<file path="config.mk">
export PLATFORM = sky130hd
export DESIGN_NAME = mem_port_arbiter
export DESIGN_NICKNAME = d
export VERILOG_FILES = /design/src/rtl/mem_port_arbiter.sv
export SDC_FILE = /design/constraint.sdc
export NUM_CORES = 1
export LEC_CHECK = 0
export ABC_AREA = 0
export CAP_MARGIN = 10
export CORE_AREA = 2 2 117 119
export CTS_CLUSTER_DIAMETER = 40
export DETAILED_ROUTE_END_ITERATION = 8
export DIE_AREA = 0 0 119 121
export GPL_TIMING_DRIVEN = 1
export HOLD_SLACK_MARGIN = 0.05
export PLACE_DENSITY_LB_ADDON = 0.25
export REMOVE_ABC_BUFFERS = 1
export SYNTH_ARGS = -nofsm -noshare
export SYNTH_HDL_FRONTEND = slang
export SYNTH_SLANG_ARGS = --single-unit
</file>
<file path="constraint.sdc">
create_clock -name clk -period 2.8 [get_ports clk]
set_clock_uncertainty 0.2 [all_clocks]
set_input_delay 0.84 -clock clk [delete_from_list [all_inputs] [get_ports clk]]
set_output_delay 0.84 -clock clk [all_outputs]
set_load 0.005 [all_outputs]
</file>
<file path="src/rtl/mem_port_arbiter.sv">
// Two-master arbiter in front of the single ram data port: combinational grant,
// registered issue, read data routed back to the owner two cycles after grant.
// Build option: ARB_FIXED_PRIO_EN makes master 0 win every contention.

module mem_port_lane #(
  parameter int IDX = 0,
  parameter int DW  = 32
) (
  input  logic          tag_vld,
  input  logic          tag_own,
  input  logic [DW-1:0] mem_rdata,
  output logic          rvalid,
  output logic [DW-1:0] rdata
);
  assign rvalid = tag_vld && (tag_own == 1'(IDX));
  assign rdata  = mem_rdata;
endmodule

module mem_port_arbiter #(
  parameter int AW = 32,
  parameter int DW = 32
) (
  input  logic          clk,
  input  logic          rst,
  input  logic          m0_req,
  input  logic          m0_we,
  input  logic [AW-1:0] m0_addr,
  input  logic [DW-1:0] m0_wdata,
  output logic          m0_gnt,
  output logic          m0_rvalid,
  output logic [DW-1:0] m0_rdata,
  input  logic          m1_req,
  input  logic          m1_we,
  input  logic [AW-1:0] m1_addr,
  input  logic [DW-1:0] m1_wdata,
  output logic          m1_gnt,
  output logic          m1_rvalid,
  output logic [DW-1:0] m1_rdata,
  output logic          mem_cs,
  output logic          mem_rw,
  output logic [AW-1:0] mem_addr,
  output logic [DW-1:0] mem_wdata,
  input  logic [DW-1:0] mem_rdata
);
  localparam int NUM_M  = 2;
  localparam int STAGES = 2;

  typedef struct packed {
    logic          we;
    logic [AW-1:0] addr;
    logic [DW-1:0] wdata;
  } req_t;

  req_t [NUM_M-1:0]          req_bus;
  logic [NUM_M-1:0]          req_vec, gnt_vec, rvalid_vec;
  logic [NUM_M-1:0][DW-1:0]  rdata_vec;
  logic                      grant_any, sel, rd_issue;
  req_t                      sel_req;
  logic [STAGES:1]           vld_pipe, own_pipe;

  assign req_bus[0] = {m0_we, m0_addr, m0_wdata};
  assign req_bus[1] = {m1_we, m1_addr, m1_wdata};
  assign req_vec    = {m1_req, m0_req};

`ifdef ARB_FIXED_PRIO_EN
  always_comb begin
    gnt_vec = '0;
    if (rst) begin
      if (req_vec[0])      gnt_vec = 2'b01;
      else if (req_vec[1]) gnt_vec = 2'b10;
    end
  end
`else
  // last holds the index of the most recently granted master
  logic last;

  always_comb begin
    gnt_vec = '0;
    if (rst) begin
      unique case (req_vec)
        2'b01:   gnt_vec = 2'b01;
        2'b10:   gnt_vec = 2'b10;
        2'b11:   gnt_vec = last ? 2'b01 : 2'b10;
        default: gnt_vec = '0;
      endcase
    end
  end

  always_ff @(posedge clk or negedge rst) begin
    if (!rst)           last <= 1'b1;
    else if (grant_any) last <= sel;
  end
`endif

  assign m0_gnt    = gnt_vec[0];
  assign m1_gnt    = gnt_vec[1];
  assign grant_any = |gnt_vec;
  assign sel       = gnt_vec[1];
  assign sel_req   = req_bus[sel];
  assign rd_issue  = grant_any && !sel_req.we;

  // address/data deliberately hold across idle cycles
  always_ff @(posedge clk or negedge rst) begin
    if (!rst) begin
      mem_cs    <= 1'b0;
      mem_rw    <= 1'b0;
      mem_addr  <= '0;
      mem_wdata <= '0;
    end else begin
      mem_cs <= grant_any;
      if (grant_any) begin
        mem_rw    <= sel_req.we;
        mem_addr  <= sel_req.addr;
        mem_wdata <= sel_req.wdata;
      end
    end
  end

  always_ff @(posedge clk or negedge rst) begin
    if (!rst) begin
      vld_pipe <= '0;
      own_pipe <= '0;
    end else begin
      vld_pipe <= {vld_pipe[STAGES-1:1], rd_issue};
      own_pipe <= {own_pipe[STAGES-1:1], sel};
    end
  end

  for (genvar g = 0; g < NUM_M; g++) begin : g_lane
    mem_port_lane #(.IDX(g), .DW(DW)) u_lane (
      .tag_vld   (vld_pipe[STAGES]),
      .tag_own   (own_pipe[STAGES]),
      .mem_rdata (mem_rdata),
      .rvalid    (rvalid_vec[g]),
      .rdata     (rdata_vec[g])
    );
  end

  assign m0_rvalid = rvalid_vec[0];
  assign m1_rvalid = rvalid_vec[1];
  assign m0_rdata  = rdata_vec[0];
  assign m1_rdata  = rdata_vec[1];
endmodule

</file>
======== Word-level counts from Yosys, hierarchy flattened ========
Index checks and enable logic that the tools add are counted.
storage, ports and cells
  bits of input ports ..................... 166
  flip-flop bits (word level) ............. 71
cells by class
  mux-type cells .......................... 5
  eq/ne operators ......................... 3
  bitwise logic cells ..................... 1
  reduce and logical (&&, ||, !) cells .... 5
  magnitude comparators ................... 1
operators by type and width
  cell                                                                           number
  65-bit two-way mux                                                             2
  2-bit one-hot mux with 3 select lines                                          1
  2-bit equality test (second input constant)                                    2
  2-bit two-way mux                                                              2
  1-bit logical AND                                                              3
  2-bit by 1-bit equality test with 1-bit output (second input constant)         1
  1-bit by 2-bit less-than comparator with 1-bit output (second input constant)  1
  2-bit OR reduction                                                             1
  1-bit zero test                                                                1
  1-bit NOT                                                                      1

======== Depth between registers and ports, before layout ========
  depth after elaboration ................. 7
  depth in mapped cells ................... 6
  gate-level depth less buffers ........... 4

======== By module ========
From an unflattened synthesis, not the netlist that was laid out.
unflattened totals
  cells, all modules ...................... 300
  area total of the unflattened synthesis .. 3574.7 µm²
modules (own cells, without submodules)
  module                             instances  cells each  area an instance (µm²)
  mem_port_arbiter                   1          234         3074.2
  mem_port_lane at g_lane[0].u_lane  1          33          254.0
  mem_port_lane at g_lane[1].u_lane  1          33          246.5

======== Least setup slack after synthesis ========
OpenSTA, ideal clock, no wires.
  kind .................................... in2out
  start point ............................. input port m1_req
  end point ............................... output port m1_gnt
  cell stages on the path ................. 4
  path slack .............................. 447 ps
  data required time ...................... 1760 ps
  arrival time ............................ 1313 ps
  cells stage by stage .................... nand2_1 a21o_2 inv_2 buf_2
between the ends
  longest elaborated chain between the ends .. 3
RTL lines
  item                                                                                          RTL line  text
  from (decl)                                                                                   32        input logic m1_req,
  2-bit equality test / 2-bit by 1-bit equality test with 1-bit output (equally long branches)  80        unique case (req_vec)
  2-bit one-hot mux with 3 select lines (*)                                                     80
  2-bit two-way mux (*)                                                                         79        if (rst) begin
  to (decl)                                                                                     36        output logic m1_gnt,
Mark *: on every way between the ends. The rest lies on a longest branch, timed or not.

======== Final worst setup path ========
Same ends and word-level chain as after synthesis.

==> results.toml <==
[drt]
wl_microns = 12700
wl_per_cell_microns = 20.4
vias = 2912
ant_nets = 0
via_per_inst = 4.70
drc = 0
drt_iter0_markers = 139
first_pass_iters = 4

[power_and_ir_drop]
power_leakage_nw = 2.29
clockPowerShare_pct = 33.4
internal_power_mw = 2.43
switching_power_mw = 0.777
pwr-share-comb_pct = 27.1
ir_worst_vdd_mv = 0.249
p_per_area_nw_per_um2 = 580
seq_power_share_pct = 39.5
p_sw_share_pct = 24.2

[logic_synthesis]
ys_seq_area_share_pct = 49.8
syn_inst = 300
ys_seq_elements = 71
syn_area_per_cell_sq_um = 11.9
yosysWarnings = 0
synth_area_sq_um = 3570
synth_cell_type_count = 19

[floorplan]
dieArea_sq_um = 14400
row_count = 42
core_sq_um = 13100
die_y_microns = 121
fp.dieW_microns = 119
pin_count = 300
start_util_pct = 27.3

[global_routing]
antenna_found_initial = 0
grt_pass1_vias = 3017
grt_max_degree = 66
grt.overflow.total = 0
grt_usage_pct = 17.3
grt_pass1_wl_microns = 18500

[place]
io_buffers = 203
place_ws_ns = -0.474
finalWeightedCongestion = 0.751
place_hpwl_microns = 9190

[clocking]
cts_tree = "done"
clock_sinks = 71
numCtsBuffers = 9
cts-root-buf = "clkbuf_16"
clk_latency_ns = 0.32
htree_levels = 3
clk_transition_reported_paths_ns = 0.05
postCtsHoldBufs = 0
clock_path_buffers = 2

[worst_hold_path]
hold_path_startpoint = "own_pipe[1]$_DFF_PN0_"
holdCritPathClass = "flip-flop to flip-flop"

[timing]
worst_pin_slew_ns = 0.857
rsz0062_at_grt = "false"
setup_ws_ns = 0.107
post-route-period-util_pct = 96.2
max_freq_mhz = 371
setup_viol = 0
slew_viol_final = 0
finalHoldWorstSlack_ns = 0.153
period_needed_ns = 2.69
slew_headroom_pct = 42.9
hold_viol = 0
fin_tns_setup_ns = 0

[worst_setup_path]
startpoint = "m1_req"
crit_type = "input port to primary output"
start_kind = "input port"
required_ns = 1.76
reg2reg_from = "last$_DFFE_PN1P_"
critPathArrivalTime_ns = 1.65
crit_fanout = 3
endpoint_kind = "primary output"

[cells_and_area]
drive_gt1_share_pct = 7.22
filler_cell_count = 1264
syn2layout_area_growth_pct = 54.9
nNetsFinal = 604
antenna_cells = 0

[outcome]
status = "complete, no violations"

[job]
maxCapViolCount = 0
## final timing paths
check | endpoint | slack [ns] | depth (start not counted)
max | m1_gnt | 0.11 | 5
min | own_pipe[2]$_DFF_PN0_ | 0.15 | 0
max reg2reg | mem_addr[17]$_DFFE_PN0P_ | 0.82 | 5
min reg2reg | own_pipe[2]$_DFF_PN0_ | 0.15 | 0
max in group asynchronous | mem_wdata[31]$_DFFE_PN0P_ | 1.28 | 2
min in group asynchronous | mem_addr[12]$_DFFE_PN0P_ | 0.24 | 2
## per-stage QoR
stage | power (mW) | area (sq um) | cells | utilization [%]
2_1_floorplan | 1.54 | 2910 | 215 | -
3_3_place_gp | 2.16 | 5250 | 603 | 40.1
3_5_place_dp | 2.16 | 5250 | 603 | 40.1
4_1_cts | 3.25 | 5530 | 619 | 42.2
5_1_grt | 3.37 | 5530 | 619 | 42.2
6_report | 3.21 | 5530 | 619 | 42.2
## what timing repair did
action | in CTS | in global routing
setup endpoints to repair | 2 | 0
buffers inserted | 0 | 0
resized for setup | 8 | 0
## sequential cells by signal, summed over array words and instances, names as in the netlist
name and flops:
mem_addr 32, mem_wdata 32, vld_pipe 2, mem_rw 1, last 1, own_pipe 2, mem_cs 1
## synthesized netlist by cell type (all sizes together)
cell type / number / area share [%]
and2: 65 / 11
o22ai: 1 / 0.18
a221o: 64 / 18
buf: 79 / 18
dfrtp: 70 / 49
dfstp: 1 / 0.74
clkbuf: 6 / 0.63
a21o: 2 / 0.46
nand2b: 1 / 0.18
inv: 4 / 0.42
o21ai: 2 / 0.39
nor2b: 1 / 0.18
nand2: 3 / 0.32
o221a: 1 / 0.32
## kinds of logic after synthesis
group / Yosys count / share of synthesized area [%]
AOI/OAI and AO/OA: 70 / 19.3
and+or+nand+nor: 70 / 12.1
buffers and inverters: 89 / 18.8
DFF: 71 / 49.8
## placed cells by master (no fill, tap or decap), types with 2 or more instances in the layout
cell type        Yosys  layout
and2_1              65      65
clkbuf_1             6       2
clkdlybuf4s50_1      0     198
clkinv_2             0       2
dlygate4sd2_1        0       2
inv_1                2       2
buf_4               65       9
dfrtp_1             70      70
nand2_1              3       3
inv_2                2       2
a221o_1             64      64
clkdlybuf4s15_2      0       2
clkbuf_16            0       9
clkbuf_8             0       2
## routing by layer
metal | vias to the layer above | part of all wire, % | track usage, %
met3 | 8 | 16 | 13.3
met2 | 213 | 39 | 21.4
met5 | - | 0.52 | 5.15
met1 | 1385 | 44 | 22.8
li1 | 1304 | - | -
met4 | 2 | 0.55 | 3.79
## power groups by stage
stage          clock (mW)  sequential [mW]  combinational (mW)
6_report             1.07             1.27               0.870
5_1_grt              1.15             1.28               0.941
4_1_cts              1.10             1.27               0.884
3_5_place_dp            0             1.28               0.882
3_3_place_gp            0             1.28               0.878
2_1_floorplan           0             1.29               0.251
## area by class of cell
cell class | instances | area (sq um) | area share (%)
Clock buffer | 13 | 260 | 4.71
Multi-Input combinational cell | 140 | 1130 | 20.4
Inverter | 4 | 15.0 | 0.272
Timing Repair Buffer | 212 | 2110 | 38.2
Sequential cell | 71 | 1780 | 32.2
Tap cell | 176 | 220 | 3.98
Clock inverter | 3 | 17.5 | 0.317
## critical path: stages
cell             delay, ns
dlygate4sd2_1         0.25
nand2_1               0.09
a21o_2                0.20
inv_2                 0.05
clkdlybuf4s15_2       0.22
Note: power is estimated with default switching activity, not from simulation.
